### src/rtl/sprite_compositor.sv
// N-channel sprite engine: double-buffered sprite registers, per-sprite hit test
// driving a synchronous ROM port, then fixed-priority colour-key compositing.

module sprite_channel #(
    parameter int SPRITE_W = 32,
    parameter int SPRITE_H = 32,
    parameter int ADDR_W   = 10
) (
    input  logic              clk,
    input  logic              reset_n,
    input  logic              wr_x_i,
    input  logic              wr_y_i,
    input  logic              wr_ctrl_i,
    input  logic [10:0]       wdata_i,
    input  logic              frame_start_i,
    input  logic [10:0]       hcount_i,
    input  logic [9:0]        vcount_i,
    output logic [ADDR_W-1:0] rom_addr_o,
    output logic              hit_o
);
    localparam int CW = $clog2(SPRITE_W);
    localparam int RW = $clog2(SPRITE_H);

    logic [10:0]       px_q, ax_q;
    logic [9:0]        py_q, ay_q;
    logic [2:0]        pctl_q, actl_q;
    logic [ADDR_W-1:0] rom_addr_q;
    logic [1:0]        hit_q;

    logic              in_x, in_y, hit_d;
    logic [CW-1:0]     col_d;
    logic [RW-1:0]     row_d;
    logic [ADDR_W-1:0] addr_d;

    // Active set copies pending before this cycle's write lands, so a write
    // coinciding with frame_start waits for the next frame.
    always_ff @(posedge clk or negedge reset_n) begin
        if (!reset_n) begin
            px_q   <= '0;
            py_q   <= '0;
            pctl_q <= '0;
            ax_q   <= '0;
            ay_q   <= '0;
            actl_q <= '0;
        end else begin
            if (frame_start_i) begin
                ax_q   <= px_q;
                ay_q   <= py_q;
                actl_q <= pctl_q;
            end
            if (wr_x_i)    px_q   <= wdata_i;
            if (wr_y_i)    py_q   <= wdata_i[9:0];
            if (wr_ctrl_i) pctl_q <= wdata_i[2:0];
        end
    end

    // One extra bit on the compare keeps X+SPRITE_W from wrapping to column 0.
    always_comb begin
        in_x   = ({1'b0, hcount_i} >= {1'b0, ax_q}) &&
                 ({1'b0, hcount_i} <  ({1'b0, ax_q} + 12'(SPRITE_W)));
        in_y   = ({1'b0, vcount_i} >= {1'b0, ay_q}) &&
                 ({1'b0, vcount_i} <  ({1'b0, ay_q} + 11'(SPRITE_H)));
        hit_d  = actl_q[0] && in_x && in_y;
        col_d  = (hcount_i[CW-1:0] - ax_q[CW-1:0]) ^ {CW{actl_q[1]}};
        row_d  = (vcount_i[RW-1:0] - ay_q[RW-1:0]) ^ {RW{actl_q[2]}};
        addr_d = hit_d ? ADDR_W'({row_d, col_d}) : '0;
    end

    always_ff @(posedge clk or negedge reset_n) begin
        if (!reset_n) begin
            rom_addr_q <= '0;
            hit_q      <= '0;
        end else begin
            rom_addr_q <= addr_d;
            hit_q      <= {hit_q[0], hit_d};
        end
    end

    assign rom_addr_o = rom_addr_q;
    assign hit_o      = hit_q[1];
endmodule

module sprite_compositor #(
    parameter int          NUM_SPRITES = 4,
    parameter int          SPRITE_W    = 32,
    parameter int          SPRITE_H    = 32,
    parameter int          ADDR_W      = 10,
    parameter logic [15:0] BG_RESET    = 16'hFFFF,
    parameter logic [15:0] KEY_RESET   = 16'hF81F
) (
    input  logic                          clk,
    input  logic                          reset_n,
    input  logic                          chipselect,
    input  logic                          write,
    input  logic [8:0]                    address,
    input  logic [31:0]                   writedata,
    input  logic [10:0]                   hcount,
    input  logic [9:0]                    vcount,
    input  logic                          blank_n_in,
    input  logic                          frame_start,
    output logic [NUM_SPRITES*ADDR_W-1:0] rom_addr,
    input  logic [NUM_SPRITES*16-1:0]     rom_data,
    output logic [7:0]                    VGA_R,
    output logic [7:0]                    VGA_G,
    output logic [7:0]                    VGA_B,
    output logic                          blank_n_out
);
    logic                   wr;
    logic [15:0]            bg_q, key_q;
    logic [2:0]             vld_pipe_q;
    logic [23:0]            rgb_q;
    logic [NUM_SPRITES-1:0] hit;
    logic [15:0]            pix_d;
    logic [15:0]            unused_wdata;

    assign wr           = chipselect & write;
    assign unused_wdata = writedata[31:16];

    always_ff @(posedge clk or negedge reset_n) begin
        if (!reset_n) begin
            bg_q  <= BG_RESET;
            key_q <= KEY_RESET;
        end else begin
            if (wr && address == 9'h100) bg_q  <= writedata[15:0];
            if (wr && address == 9'h101) key_q <= writedata[15:0];
        end
    end

    for (genvar i = 0; i < NUM_SPRITES; i++) begin : g_spr
        logic sel;
        assign sel = wr && (address[8:2] == 7'(i));

        sprite_channel #(
            .SPRITE_W (SPRITE_W),
            .SPRITE_H (SPRITE_H),
            .ADDR_W   (ADDR_W)
        ) u_ch (
            .clk           (clk),
            .reset_n       (reset_n),
            .wr_x_i        (sel && address[1:0] == 2'd0),
            .wr_y_i        (sel && address[1:0] == 2'd1),
            .wr_ctrl_i     (sel && address[1:0] == 2'd2),
            .wdata_i       (writedata[10:0]),
            .frame_start_i (frame_start),
            .hcount_i      (hcount),
            .vcount_i      (vcount),
            .rom_addr_o    (rom_addr[i*ADDR_W +: ADDR_W]),
            .hit_o         (hit[i])
        );
    end

    // Walk from the highest index down so the lowest opaque sprite wins.
    always_comb begin
        pix_d = bg_q;
        for (int i = NUM_SPRITES - 1; i >= 0; i--) begin
            if (hit[i] && rom_data[i*16 +: 16] != key_q)
                pix_d = rom_data[i*16 +: 16];
        end
    end

    always_ff @(posedge clk or negedge reset_n) begin
        if (!reset_n) begin
            vld_pipe_q <= '0;
            rgb_q      <= '0;
        end else begin
            vld_pipe_q <= {vld_pipe_q[1:0], blank_n_in};
            rgb_q      <= vld_pipe_q[1] ?
                          {pix_d[15:11], 3'b000, pix_d[10:5], 2'b00, pix_d[4:0], 3'b000} : '0;
        end
    end

    assign VGA_R       = rgb_q[23:16];
    assign VGA_G       = rgb_q[15:8];
    assign VGA_B       = rgb_q[7:0];
    assign blank_n_out = vld_pipe_q[2];
endmodule
### config.mk
export PLATFORM = sky130hd
export DESIGN_NAME = sprite_compositor
export DESIGN_NICKNAME = d
export VERILOG_FILES = /design/src/rtl/sprite_compositor.sv
export SDC_FILE = /design/constraint.sdc
export NUM_CORES = 1
export LEC_CHECK = 0
export BUFFER_PORTS_ARGS = -buffer_cell sky130_fd_sc_hd__buf_4
export CAP_MARGIN = 20
export CORE_ASPECT_RATIO = 1.4
export CORE_MARGIN = 10
export CORE_UTILIZATION = 25
export CTS_CLUSTER_DIAMETER = 150
export DETAILED_ROUTE_END_ITERATION = 8
export PLACE_DENSITY_LB_ADDON = 0.25
export SLEW_MARGIN = 20
export SYNTH_ARGS = -nofsm -noshare
export SYNTH_HDL_FRONTEND = slang
export SYNTH_SLANG_ARGS = --single-unit
### constraint.sdc
create_clock -name clk -period 6.2 [get_ports clk]
set_input_delay 0.62 -clock clk [delete_from_list [all_inputs] [get_ports clk]]
set_output_delay 0.62 -clock clk [all_outputs]
set_load 0.02 [all_outputs]
# Word-level counts from Yosys, hierarchy flattened
# Index checks and enable logic that the tools add are counted.
# totals
in_bits	132
output_inout_bits	65
register_bits	299
wordCells	137
# classes
n_bitwise	9
add_sub_neg	16
reduce_logical	40
mux	9
eq_ne	11
n_lt_le_gt_ge	16
# op_table
op	n
$mux W16	4
$ne A16 B16 Y1	4
$add A11 B6 Y12 const B	4
$lt A11 B12 Y1	4
$add A10 B6 Y11 const B	4
$ge A11 B11 Y1	4
$lt A10 B11 Y1	4
$ge A10 B10 Y1	4
$mux W10	4
$sub A5 B5 Y5	8
$xor A5 B5 Y5	8
$logic_and A1 B1 Y1	38
$mux W24	1
$eq A9 B9 Y1 const B	2
$eq A7 B2 Y1 const B	2
$eq A7 B1 Y1 const B	1
$logic_not A7 Y1	1
$eq A2 B1 Y1 const B	1
$eq A2 B2 Y1 const B	1
$logic_not A2 Y1	1
$and A1 B1 Y1	1

# Longest topological paths before layout
# depth
depth_word	7
ltp_mapped	12
depth_no_buf	11

# By module
# From an unflattened synthesis, not the netlist that was laid out.
# unflattened
cells_unflattened	1557
area_unflattened_um2	16987.5
# modules_own_cells
mod	instances	area_per_inst_um2	cells_per_inst	seq_area_each_um2
sprite_channel (g_spr[1].u_ch ...)	2	3385.7	305	1501.4
sprite_compositor	1	3473.3	339	1308.8
sprite_channel (g_spr[3].u_ch)	1	3377.0	303	1501.4
sprite_channel (g_spr[0].u_ch)	1	3365.7	305	1501.4

# Worst setup path before layout
# Ideal clock, no wire load.
# synth_path
path_kind	in2reg
from	input port hcount[0]
to	register g_spr[2].u_ch.rom_addr_q[0]
stages	12
t_required_ns	6.114
path_buffers	1
setup_slack_ns	3.417
arrival_time_ns	2.697
setup_ns	0.086
cell_sequence	inv_1 > ha_1 > inv_1 > fa_1 > a21o_1 > a21o_1 > a21oi_1 > nor3b_1 > a2111oi_0 > o31ai_1 > clkbuf_1 > nor3_1
# synth_via
elab_chain_cells	5
word_cells_on_any_way	8
classes_between	1 x add/sub; 2 x order compare; 1 x mux; 1 x bitwise; 3 x reduce/logical
# synth_lines
element	line_no	text
start, declared	97	input logic [10:0] hcount,
$lt A11 B12 Y1 or $ge A11 B11 Y1 (tied branches)	60, 59	
$logic_and A1 B1 Y1	59	in_x = ({1'b0, hcount_i} >= {1'b0, ax_q}) &&
$logic_and A1 B1 Y1 (2 in a row)	63	hit_d = actl_q[0] && in_x && in_y;
$mux W10 (*)	66	addr_d = hit_d ? ADDR_W'({row_d, col_d}) : '0;
via g_spr[2].u_ch.addr_d[0]	33	logic [ADDR_W-1:0] addr_d;
end signal, assigned	74	rom_addr_q <= addr_d;
end, declared	27	logic [ADDR_W-1:0] rom_addr_q;
# The timed path passes the listed nets; every way through them passes the cells marked *.
# A chain may end at the register's enable or synchronous reset.

# Final worst setup path
# layout_path
from	input port vcount[0]
to	register g_spr[3].u_ch.rom_addr_q[2]
# layout_via
elab_chain_cells	4
word_cells_on_any_way	5
classes_between	2 x order compare; 1 x mux; 2 x reduce/logical
# layout_lines
element	line_no	text
start, declared	98	input logic [9:0] vcount,
$lt A10 B11 Y1 or $ge A10 B10 Y1 (tied branches)	62, 61	
$logic_and A1 B1 Y1 (*)	61	in_y = ({1'b0, vcount_i} >= {1'b0, ay_q}) &&
$logic_and A1 B1 Y1 (*)	63	
$mux W10 (*)	66	
via g_spr[3].u_ch.addr_d[2]	33	
end signal, assigned	74	
end, declared	27	
# Marks and branches as above.

==> results.yml <==
critical_path:
  critPathBufInv: 3
  crit_family: "compound AO/OA/AOI/OAI gates"
  rrSetupSlack_ns: 3.25
  rr_startpoint: "g_spr[0].u_ch.ax_q[7]$_DFFE_PN0P_"
  worstPathArrival_ns: 3.38
  critical-path-max-stage-delay_ns: 0.54
  cp-end-kind: "flop"
  cp_num_cells: 12
  path_cells: "buf_4, inv_1, ha_1, inv_1, fa_1, a21o_1, a21oi_1, nand3_1, a221oi_1, o21ai_0, o21ai_1, nor3_1"
  crit_required_ns: 6.63
  cp_slowest_cell: "o21ai_1"
  cp-start-kind: "input port"
  crit_fanout: 10
  path_common_cell: "inv_1"
  reg2regPathDepth: 12
  path_class: "input port to flop"
  r2r-end: "g_spr[0].u_ch.rom_addr_o[3]$_DFF_PN0_"
floorplan:
  dieArea_um2: 75700
  core_area_um2: 64300
  dieHeight_um: 322
  start_util_pct: 25.3
  fp.dieW_um: 235
  ios: 197
  fp-row-count: 110
cts:
  cts_hold_buf: 0
  path_clk_slew_ns: 0.06
  post-cts-setup-buffers: 0
  post_cts_resize_count: 0
  cts_buffers: 31
  cts.sinks: 291
  cts-root-buf: "clkbuf_16"
  h-tree-depth: 1
  worst_skew_pair.late_latency_ns: 0.59
  clockBufferDepth: 3
  cts_tree: "done"
pwr:
  comb_power_share_pct: 10.4
  p_leak_uw: 0.00896
  p_sw_uw: 1100
  power.share.clock_pct: 45.1
  swShare_pct: 25.1
  p_int_uw: 3270
  pwr-share-seq_pct: 44.5
  ir_drop_v: 0.000208
  power_density_nw_per_um2: 226
detailed_routing:
  drt-pass1-iter-count: 4
  wl_per_cell_um: 19.7
  drtIter0Drc: 576
  totalWireLength_mm: 49.4
  drc_errors: 0
  ant_nets: 0
  vias: 11500
  viasPerCell: 4.57
yosys:
  yosysWarnings: 0
  ys_seq_elements: 291
  syn_area_per_cell_um2: 10.7
  syn-cell-area_um2: 16200
  yosysTopAreaCell: "dfrtp_1"
  netlist.area_leader.share_pct: 40.8
  synthCells: 1513
  synth-seq-area-share_pct: 45.0
  synth_ff_type: "dfrtp_1"
  synth_cell_types: 52
  synth_async_sr_flop_share_pct: 100
  synthTopCellsByArea: "dfrtp_1 (41%), ha_1 (10%), mux2_2 (10%)"
  synth_edf_count: 0
worst_hold_path:
  hp-class: "input port to asynchronous set/reset pin"
place:
  post-dp-hpwl_mm: 37.1
  portBuffers: 172
  place_area_um2: 18300
  place_congestion: 0.870
job:
  drv_cap: 0
status:
  outcome: "completed"
sta:
  setup_viol: 0
  tightestPinTransition_ns: 0.985
  hold_viol_final: 0
  tns_ns: 0
  slew_violations: 0
  fin_skew_ns: 0.0196
  rsz0062_at_grt: "false"
  max_freq_mhz: 339
  min_period_over_period_pct: 47.6
  slew_headroom_pct: 33.9
  min_period_ns: 2.95
cells_and_area:
  syn_to_final_growth_pct: 19.1
  fin_area_um2: 19300
  diodes: 0
  final_nets: 1925
  drive_gt1_share_pct: 24.2
global_routing:
  grt_max_degree: 173
  antenna_found_initial: 4
  gr-total-overflow: 0
  grt_pass1_vias: 12200
  grt_pass1_wl_mm: 75.3
  grt_use_total_pct: 12.8
## flip-flops by register name, summed over array words and instances, names as in the netlist
register and count:
g_spr.u_ch.pctl_q 12, g_spr.u_ch.actl_q 12, g_spr.u_ch.px_q 44, g_spr.u_ch.ay_q 40, key_q 16, g_spr.u_ch.rom_addr_o 40
g_spr.u_ch.py_q 40, bg_q 16, g_spr.u_ch.hit_q 8, vld_pipe_q 3, g_spr.u_ch.ax_q 44, rgb_q 16
## layout make-up
cell class | count | area (um2)
clock inverter | 14 | 216
timing repair buffer | 180 | 1380
fill | 6619 | 44900
multi-input combinational | 1045 | 8140
tap | 840 | 1050
clock buffer | 43 | 851
sequential | 291 | 7310
inverter | 100 | 375
## routing by layer
metal  global-route usage, %  vias up  routed length [um]
li1                        -     5494                   -
met1                    14.2     5698               19800
met2                    24.4      236               26200
met3                    2.37       62                2220
met4                    3.70        4                1170
met5                       0        -                  23
## cell usage in the layout (no fill, tap or decap), types with 26 or more instances in the layout
cell	netlist	final
nor3_1	34	34
nand3_1	27	27
a21o_1	26	26
dfstp_2	26	26
clkbuf_16	0	31
xor2_1	77	77
dfrtp_1	265	265
ha_1	136	136
xnor2_1	79	79
a21oi_1	34	34
nor2_1	60	60
o21ai_0	119	119
nand2_1	118	118
inv_1	100	100
buf_4	9	177
mux2_2	148	148
## worst max path at each step
stage,start,to,slack (ns)
after floorplan,hcount[0],g_spr[2].u_ch.rom_addr_o[0]$_DFF_PN0_,3.42
after global placement,vcount[0],g_spr[3].u_ch.rom_addr_o[2]$_DFF_PN0_,2.58
after detailed placement,vcount[0],g_spr[3].u_ch.rom_addr_o[9]$_DFF_PN0_,2.55
after CTS,vcount[0],g_spr[3].u_ch.rom_addr_o[3]$_DFF_PN0_,3.18
after global routing,vcount[0],g_spr[3].u_ch.rom_addr_o[3]$_DFF_PN0_,2.94
final,vcount[0],g_spr[3].u_ch.rom_addr_o[2]$_DFF_PN0_,3.25
## worst reg2reg max path, stage by stage, from the launching register on
cell	delay, ns
dfrtp_1	0.40
inv_1	0.10
nor3_1	0.21
nand3_1	0.13
xnor2_1	0.14
ha_1	0.19
or4_1	0.51
a211oi_1	0.23
o21ai_0	0.15
a21oi_1	0.16
o211ai_1	0.27
buf_4	0.27
nor2_1	0.11
## stage by stage
step	power [uW]	hold WS, ns	setup slack (ns)	instances	util [%]
final	4370	0.0295	3.25	2513	30.1
after global routing	4560	0.0772	2.94	2513	30.1
after CTS	4460	0.0636	3.18	2513	30.1
after detailed placement	2450	0.336	2.55	2456	28.4
after global placement	2440	0.333	2.58	2455	28.4
after floorplan	2210	0.324	3.42	1520	-
## cell usage after synthesis (all sizes together) (12+ instances only)
library cell and instances:
dfrtp 265, dfstp 26, a21oi 34, inv 100
nor2 60, mux2 148, nand3 27, o21ai 120
nand4 12, nor3 34, buf 41, o21a 15
a31oi 19, mux2i 16, xor2 77, a21o 26
clkbuf 43, nand2 119, a211o 16, ha 136
xnor2 79, nor4 19
## cell families (layout without fill, tap and decap cells)
group	after synthesis	in the layout	share of synthesized area, %
flip-flops	291	291	45.0
adder cells (fa/ha/maj)	144	144	11.5
buffers and inverters	184	337	5.03
multiplexers	164	164	11.2
other	1	8	0.0231
AO/OA/AOI/OAI	265	265	10.0
AND/OR/NAND/NOR	308	308	8.75
XOR/XNOR	156	156	8.41
## power by group through the flow
| stage | Clock [uW] | Combinational (uW) | Sequential, uW |
|---|---|---|---|
| 2_1_floorplan | 0 | 240 | 1970 |
| 3_3_place_gp | 0 | 460 | 1980 |
| 3_5_place_dp | 0 | 465 | 1980 |
| 4_1_cts | 2040 | 468 | 1950 |
| 5_1_grt | 2110 | 510 | 1950 |
| 6_report | 1970 | 455 | 1950 |
Power figures use the tool's default switching activity.
